## src/rtl/m_iter_mdu.sv

```systemverilog
// RV32M/RV64M multiply/divide coprocessor on the PCPI port: single-cycle multiplier,
// radix-2^DIV_BITS restoring divider, fast special cases and a one-entry DIV/REM result cache.
module m_iter_mdu #(
  parameter int XLEN     = 32,
  parameter int DIV_BITS = 1,
  parameter bit CACHE_EN = 1'b1
) (
  input  logic            clk,
  input  logic            resetn,
  input  logic            pcpi_valid,
  input  logic [31:0]     pcpi_insn,
  input  logic [XLEN-1:0] pcpi_rs1,
  input  logic [XLEN-1:0] pcpi_rs2,
  output logic            pcpi_busy,
  output logic            pcpi_ready,
  output logic            pcpi_wr,
  output logic [XLEN-1:0] pcpi_rd
);
  localparam int N  = XLEN / DIV_BITS;
  localparam int CW = $clog2(N) + 1;
  localparam logic [CW-1:0]   CNT_LAST = CW'(N - 1);
  localparam logic [XLEN-1:0] SMIN     = {1'b1, {(XLEN-1){1'b0}}};

  typedef enum logic [2:0] {S_IDLE, S_MUL, S_DIV, S_FIX, S_DONE} state_e;

  typedef struct packed {
    logic            vld;
    logic            sgn;
    logic [XLEN-1:0] rs1;
    logic [XLEN-1:0] rs2;
    logic [XLEN-1:0] quo;
    logic [XLEN-1:0] rem;
  } cache_t;

  state_e          state_q;
  logic [CW-1:0]   cnt_q;
  logic            armed_q, busy_q, ready_q;
  logic [2:0]      f3_q;
  logic [XLEN-1:0] rs1_q, rs2_q, dq_q, dr_q, dd_q, rd_q;
  cache_t          cache_q;

  // Decode and fast-path evaluation straight off the PCPI operands
  logic            is_m, accept, in_sgn, in_rem, ovf, hit, sp;
  logic [2:0]      in_f3;
  logic [XLEN-1:0] mag1, mag2, sp_q, sp_r;

  assign in_f3  = pcpi_insn[14:12];
  assign is_m   = (pcpi_insn[6:0] == 7'b0110011) && (pcpi_insn[31:25] == 7'b0000001);
  assign accept = (state_q == S_IDLE) && armed_q && pcpi_valid && is_m;
  assign in_sgn = ~in_f3[0];
  assign in_rem = in_f3[1];
  assign mag1   = (in_sgn && pcpi_rs1[XLEN-1]) ? -pcpi_rs1 : pcpi_rs1;
  assign mag2   = (in_sgn && pcpi_rs2[XLEN-1]) ? -pcpi_rs2 : pcpi_rs2;
  assign ovf    = in_sgn && (pcpi_rs1 == SMIN) && (pcpi_rs2 == '1);
  assign hit    = CACHE_EN && cache_q.vld && (cache_q.sgn == in_sgn) &&
                  (cache_q.rs1 == pcpi_rs1) && (cache_q.rs2 == pcpi_rs2);

  always_comb begin
    sp   = 1'b1;
    sp_q = '0;
    sp_r = '0;
    if (pcpi_rs2 == '0) begin
      sp_q = '1;
      sp_r = pcpi_rs1;
    end else if (ovf) begin
      sp_q = pcpi_rs1;
    end else if (hit) begin
      sp_q = cache_q.quo;
      sp_r = cache_q.rem;
    end else if (mag1 < mag2) begin
      sp_r = pcpi_rs1;
    end else begin
      sp = 1'b0;
    end
  end

  // Both operands widened to the full product width so one signed multiply covers all variants
  logic                     mul_s1, mul_s2;
  logic signed [2*XLEN+1:0] mul_a, mul_b, mul_p;
  logic [XLEN-1:0]          mul_res;

  assign mul_s1  = (f3_q == 3'd1) || (f3_q == 3'd2);
  assign mul_s2  = (f3_q == 3'd1);
  assign mul_a   = {{(XLEN+2){mul_s1 & rs1_q[XLEN-1]}}, rs1_q};
  assign mul_b   = {{(XLEN+2){mul_s2 & rs2_q[XLEN-1]}}, rs2_q};
  assign mul_p   = mul_a * mul_b;
  assign mul_res = (f3_q[1:0] == 2'd0) ? mul_p[XLEN-1:0] : mul_p[2*XLEN-1:XLEN];

  // DIV_BITS restoring steps per cycle; dq holds dividend bits shifting out, quotient bits in
  logic [XLEN-1:0] dq_d, dr_d;
  logic [XLEN:0]   step_t;

  always_comb begin
    dq_d   = dq_q;
    dr_d   = dr_q;
    step_t = '0;
    for (int i = 0; i < DIV_BITS; i++) begin
      step_t = {dr_d, dq_d[XLEN-1]};
      dq_d   = {dq_d[XLEN-2:0], 1'b0};
      if (step_t >= {1'b0, dd_q}) begin
        step_t  = step_t - {1'b0, dd_q};
        dq_d[0] = 1'b1;
      end
      dr_d = step_t[XLEN-1:0];
    end
  end

  logic            fix_sgn;
  logic [XLEN-1:0] fix_q, fix_r;

  assign fix_sgn = ~f3_q[0];
  assign fix_q   = (fix_sgn && (rs1_q[XLEN-1] ^ rs2_q[XLEN-1])) ? -dq_q : dq_q;
  assign fix_r   = (fix_sgn && rs1_q[XLEN-1]) ? -dr_q : dr_q;

  always_ff @(posedge clk or negedge resetn) begin
    if (!resetn) begin
      state_q <= S_IDLE;
      cnt_q   <= '0;
      armed_q <= 1'b1;
      busy_q  <= 1'b0;
      ready_q <= 1'b0;
      f3_q    <= '0;
      rs1_q   <= '0;
      rs2_q   <= '0;
      dq_q    <= '0;
      dr_q    <= '0;
      dd_q    <= '0;
      rd_q    <= '0;
      cache_q <= '0;
    end else begin
      ready_q <= 1'b0;
      rd_q    <= '0;
      case (state_q)
        S_IDLE: begin
          if (!pcpi_valid) armed_q <= 1'b1;
          if (accept) begin
            armed_q <= 1'b0;
            f3_q    <= in_f3;
            rs1_q   <= pcpi_rs1;
            rs2_q   <= pcpi_rs2;
            cnt_q   <= '0;
            dq_q    <= mag1;
            dr_q    <= '0;
            dd_q    <= mag2;
            if (!in_f3[2]) begin
              state_q <= S_MUL;
              busy_q  <= 1'b1;
            end else if (sp) begin
              state_q <= S_DONE;
              ready_q <= 1'b1;
              rd_q    <= in_rem ? sp_r : sp_q;
              if (CACHE_EN)
                cache_q <= '{vld: 1'b1, sgn: in_sgn, rs1: pcpi_rs1, rs2: pcpi_rs2,
                             quo: sp_q, rem: sp_r};
            end else begin
              state_q <= S_DIV;
              busy_q  <= 1'b1;
            end
          end
        end
        S_MUL: begin
          state_q <= S_DONE;
          busy_q  <= 1'b0;
          ready_q <= 1'b1;
          rd_q    <= mul_res;
        end
        S_DIV: begin
          dq_q <= dq_d;
          dr_q <= dr_d;
          if (cnt_q == CNT_LAST) begin
            state_q <= S_FIX;
            cnt_q   <= '0;
          end else begin
            cnt_q <= cnt_q + 1'b1;
          end
        end
        S_FIX: begin
          state_q <= S_DONE;
          busy_q  <= 1'b0;
          ready_q <= 1'b1;
          rd_q    <= f3_q[1] ? fix_r : fix_q;
          if (CACHE_EN)
            cache_q <= '{vld: 1'b1, sgn: fix_sgn, rs1: rs1_q, rs2: rs2_q,
                         quo: fix_q, rem: fix_r};
        end
        S_DONE:  state_q <= S_IDLE;
        default: state_q <= S_IDLE;
      endcase
    end
  end

  assign pcpi_busy  = busy_q;
  assign pcpi_ready = ready_q;
  assign pcpi_wr    = ready_q;
  assign pcpi_rd    = rd_q;

  logic unused_ok;
  assign unused_ok = ^{pcpi_insn[24:15], pcpi_insn[11:7], mul_p[2*XLEN+1:2*XLEN]};
endmodule

```

## config.mk

```make
export PLATFORM = sky130hd
export DESIGN_NAME = m_iter_mdu
export DESIGN_NICKNAME = d
export VERILOG_FILES = /design/src/rtl/m_iter_mdu.sv
export SDC_FILE = /design/constraint.sdc
export NUM_CORES = 2
export LEC_CHECK = 0
export ABC_AREA = 1
export BUFFER_PORTS_ARGS = -buffer_cell sky130_fd_sc_hd__buf_2
export CAP_MARGIN = 20
export CORE_ASPECT_RATIO = 1.5
export CORE_MARGIN = 3
export CORE_UTILIZATION = 54
export DETAILED_ROUTE_END_ITERATION = 8
export PLACE_DENSITY = 0.7
export SYNTH_ARGS = -nofsm -noshare
export SYNTH_HDL_FRONTEND = slang
export SYNTH_SLANG_ARGS = --single-unit
```

## constraint.sdc

```tcl
create_clock -name clk -period 11.3 [get_ports clk]
set_clock_uncertainty 0.15 [all_clocks]
set_input_delay 0 -clock clk [delete_from_list [all_inputs] [get_ports clk]]
set_output_delay 0 -clock clk [all_outputs]
set_load 0.1 [all_outputs]
```

-- Word-level counts from Yosys, hierarchy flattened
Cells that the tools add are included.
- bits of input ports: 99
- flip-flop bits (word level): 337
- logic and storage cells: 128
- $add $sub $neg: 6
- bitwise gates (word level): 5
- multipliers: 1
- multiplexer cells: 50
- reductions and logical operators: 27
- $lt $le $gt $ge: 2
- equal/unequal tests: 19
- operators with widths (cell ; number):
    $mux 32 ; 20
    $mux 130 ; 3
    $pmux 130 s2 ; 1
    $neg 32->32 ; 4
    $pmux 32 s2 ; 2
    $pmux 32 s3 ; 1
    $eq 32x32->1 ; 2
    $eq 32x32->1 const B ; 2
    $mul 33x33->64 ; 1
    $ge 33x32->1 ; 1
    $logic_not 32->1 ; 1
    $lt 32x32->1 ; 1
    $sub 32x32->32 ; 1
    $logic_and 1x1->1 ; 13
    $mux 1 ; 13
    $mux 3 ; 4
    $mux 6 ; 2
    $pmux 6 s2 ; 1
    $eq 3x2->1 const B ; 3
    $pmux 3 s3 ; 1
    $ne 2x2->1 const B ; 4
    $reduce_and 2->1 ; 4
    $eq 7x1->1 const B ; 1
    $eq 7x6->1 const B ; 1
    other kinds (17) ; 23

-- Longest topological paths before layout
- word-level depth: 13
- depth in mapped cells: 36
- depth with buffers taken out: 35

-- Worst setup path after synthesis
No wires, ideal clock.
- path kind: register to register
- start: reg rs1_q[31]
- end: reg rd_q[30], in the netlist pcpi_rd[30]
- period minus slack after synthesis: 8.094 ns
- arrival time: 7.825 ns
- cell stages (with the launch flop): 35
- library setup time: 0.119 ns
- setup slack: 3.206 ns
- path through: dfrtp_1 -> clkbuf_1 -> nand2_1 -> inv_1 -> nand2_1 -> clkbuf_1 -> nor2_1 -> fa_1 -> inv_1 -> fa_1 -> inv_1 -> fa_1 -> inv_1 -> fa_1 -> inv_1 -> fa_1 -> fa_1 -> fa_1 -> inv_1 -> fa_1 -> inv_1 -> ha_1 -> nand2_1 -> nor2_1 -> inv_1 -> nor2_1 -> nand2_1 -> nor2_1 -> nand2_1 -> nand2_1 -> nand2_1 -> nand3_1 -> nand2_1 -> a21oi_1 -> nand2_1
- cells in the longest elaborated chain, start to end: 5
- ends and longest elaborated chain (element ; line ; source):
    from (decl) ; 39 ; logic [XLEN-1:0] rs1_q, rs2_q, dq_q, dr_q, dd_q, rd_q;
    from (signal assigned) ; 139 ; rs1_q <= pcpi_rs1;
    branches (longest 4 deep; another with $mul 33x33->64) ; - ;
    $pmux 32 s3 * ; 133 ; case (state_q)
    to (signal assigned) ; 151 ; rd_q <= in_rem ? sp_r : sp_q;
    to (signal assigned) ; 165 ; rd_q <= mul_res;
    to (signal assigned) ; 181 ; rd_q <= f3_q[1] ? fix_r : fix_q;
    to (decl) ; 39 ;
Mark *: on every way between the ends.
A chain may end at the register's enable or synchronous reset.

-- Worst setup path in the final report
- start: reg f3_q[1]
- end: reg rd_q[26], in the netlist pcpi_rd[26]
- cells in the longest elaborated chain, start to end: 6
- ends and longest elaborated chain (element ; line ; source):
    from (decl) ; 38 ; logic [2:0] f3_q;
    from (signal assigned) ; 138 ; f3_q <= in_f3;
    $eq 3x1->1 / $eq 3x2->1 (equally long branches) ; 82, 83 ;
    $logic_or 1x1->1 ; 82 ; assign mul_s1 = (f3_q == 3'd1) || (f3_q == 3'd2);
    $and 1x1->1 ; 84 ; assign mul_a = {{(XLEN+2){mul_s1 & rs1_q[XLEN-1]}}, rs1_q};
    $mul 33x33->64 ; 86 ; assign mul_p = mul_a * mul_b;
    $mux 32 ; 87 ; assign mul_res = (f3_q[1:0] == 2'd0) ? mul_p[XLEN-1:0] : mul_p[2*XLEN-1:XLEN];
    $pmux 32 s3 * ; 133 ;
Every way passes the cells marked *; elsewhere a longest branch is shown, timed or not.

==> metrics <==
status=finished clean; Clock transition at path regs=roughly 0.08 ns; placed cells=10.2k; Residual DRC=0; EDFF count, synth=0; post-synthesis compound-gate area fraction=6.99%; metal2 WL=130000 µm; Synth Warn #=0; 1st-iter DRT viols=5244; DRT antenna net count=0; Clock Power Share=between 10% and 20%; Post-Synth XOR/XNOR Area=2.01%; H-tree levels=1; mux cell area share after synthesis=0%; root buf cell=clkbuf_16; Final Cycle Share=between 80% and 90%; global-route wire length before repair=389000 µm; area delta synth->final=6.20%; clk sinks=336; CTS Buf Count=31; HP Class=input port to flop; Setup TNS=0 ns; final net count=between 10k and 15k; RR Startpoint=f3_q[1]; fmax=103 MHz; Pint=3.02 mW; arrival time worst endpoint=10.09 ns; pwr dens=roughly 92 nW/µm²; GRT overflow=0; post-synthesis cell count=8835; Post-Syn Area=roughly 65000 µm²; pin slew with the least headroom to its limit=approximately 1.3 ns; Critical path origin=f3_q[1]; initial antenna violation count=11; largest net degree at the start of global routing=roughly 150; Syn Nets=10.3k; #FFs+latches synth=336; crit path kind=flop to flop; global placement routability congestion=1.05; beginning of the worst hold path=pcpi_insn[3]; Worst slew margin=14.1%; Die Wd=288 µm; fin util=58.0%; design area=68500 µm²; Initial Utilization=between 50 and 60%; switching part of the total=roughly 52%; sequential share of power=31.2%; Logic pwr share=49.7%; crit end category=flop; metal1 wirelength=81400 µm; CP startpoint kind=flop; combinational family with the most area after synthesis=adder cells; crit path max-delay cell type=inv_1; Netlist cell types=between 50 and 60; clk_lat worst skew=0.67 ns; First-pass DRT Iterations=6; area share of and/or/nand/nor cells after synthesis=between 20% and 30%; Most used DFF post-synth=dfrtp_1; adder-cell share of the synthesized area=around two fifths; RSZ-0062 raised after global routing=no; final setup fails=0; Total GRT Usage=42.9%; DIE AREA=124000 µm²; Worst path max stage delay=0.63 ns; Final Hold Fails=0; Net Sw Power=roughly 3.3 mW; pins over their slew limit=0; CTS Buffer Depth=3; vias in the first global route=63.5k; Wirelength per Cell=roughly 25 µm; Avg Cell Area, Syn=7.30 µm²; IO buf count=118; core box area=118000 µm²; Placed Area=66300 µm²; Top Metal Used=met4; met3 WL=18300 µm; Pleak=35.6 nW; maximum VDD drop=about 0.23 mV; FFs w/ async S/R, synth=100%; Req. time, crit path=11.68 ns; vias per cell=about 5.8; hpwl dp=212000 µm; register area share after synthesis=13.0%; Top Ports=134; Crit Path Max Fanout=19; Site Rows=between 150 and 200; final wirelength=approximately 260000 µm; fin crit period=9.71 ns; via count=59.7k; final cell count without fillers=10.4k; Max Cap Viol=0; Die Ht=between 400 and 500 µm; TritonCTS clock tree=done; share of layout cells above drive strength 1=4.54%; worst hold slack=0.0239 ns
==> flip-flops by register name (all words and copies together) (netlist names) <==
signal / cells
armed_q: 1
cache_q: 130
cnt_q: 6
dd_q: 31
dq_q: 32
dr_q: 32
f3_q: 3
pcpi_busy: 1
pcpi_rd: 32
pcpi_ready: 1
rs1_q: 32
rs2_q: 32
state_q: 3
==> placed cells by master (no fill, tap or decap), types with 51 or more instances in the layout <==
master         count
inv_1           2037
dlygate4sd3_1     80
nand3_1          379
nor3_1           104
o22ai_1           51
nand2_1         2355
xor2_1           120
buf_2            117
ha_1             282
o21ai_0          416
buf_4            132
nor2_1           576
dfrtp_1          322
a21oi_1          243
fa_1            1126
nand4_1           99
==> layout make-up <==
class / count / area [µm²]
clock inverter: 20 / 249
timing repair buffer: 343 / 2700
antenna: 10 / 25.0
fill: 11100 / 49600
multi-input combinational: 5993 / 46600
tap: 1560 / 1950
sequential: 336 / 8430
clock buffer: 38 / 842
inverter: 2058 / 7730
==> synth_stat cells (65+ instances only) <==
library cell	n	area, µm²
nand3_1	380	1900
o21ai_0	416	2080
clkbuf_1	360	1350
dfrtp_1	335	8380
a21oi_1	243	1220
nand2_1	2357	8850
fa_1	1126	22500
nor2_1	579	2170
ha_1	282	3530
nor3_1	105	526
xor2_1	120	1050
inv_1	2037	7650
nand4_1	99	619
buf_2	65	325
==> worst max-delay path, delay by kind of cell, from the launching register on <==
family	cells	cell delay (ns)
DFF	1	0.36
adders and majority gates	9	4.38
buffers and inverters	11	2.01
and+or+nand+nor	12	2.64
==> cell families after synthesis <==
kind of cell | count (synthesis)
and+or+nand+nor | 3604
xor gates and xnor gates | 148
DFF | 336
adders and majority gates | 1408
AOI/OAI and AO/OA | 833
buffers and inverters | 2506
==> repair_timing <==
item                                    4_1_cts  5_1_grt
endpoints found under the setup margin        0        0
hold buffers                                 81        0
endpoints found under the hold margin       509        0
buffers inserted                              0        0
resized for setup                             0        0
==> path summary, 6_finish.rpt <==
kind                               endpoint  slack (ns)  cells after the start
worst max-delay path            pcpi_rd[26]        1.59                     32
worst min-delay path                dq_q[0]        0.02                      8
worst max register to register  pcpi_rd[26]        1.59                     32
worst min register to register   cache_q[8]        0.33                      2
max in group asynchronous         rs2_q[14]        9.64                      4
min in group asynchronous        cache_q[4]        0.38                      4
==> power groups by stage <==
stage / Sequential (mW) / Clock [mW] / Combinational, mW
6_report: 1.96 / 1.21 / 3.13
5_1_grt: 1.98 / 1.24 / 3.33
4_1_cts: 1.94 / 1.22 / 3.04
3_5_place_dp: 1.96 / 0 / 3.00
3_3_place_gp: 1.95 / 0 / 2.98
2_1_floorplan: 1.83 / 0 / 1.81
==> metal layers <==
layer | global-route usage (%) | vias up
met2 | 74.3 | 3148
li1 | - | 26100
met1 | 43.0 | 29200
met3 | 7.52 | 1256
met4 | 40.7 | 0
met5 | 0 | -
==> metrics by stage <==
stage / total power, mW / setup WS (ns)
3_3_place_gp: 4.93 / 1.72
3_5_place_dp: 4.96 / 1.66
5_1_grt: 6.55 / 1.25
6_report: 6.30 / 1.59
2_1_floorplan: 3.63 / 3.21
4_1_cts: 6.19 / 1.66
Power figures use the tool's default switching activity.
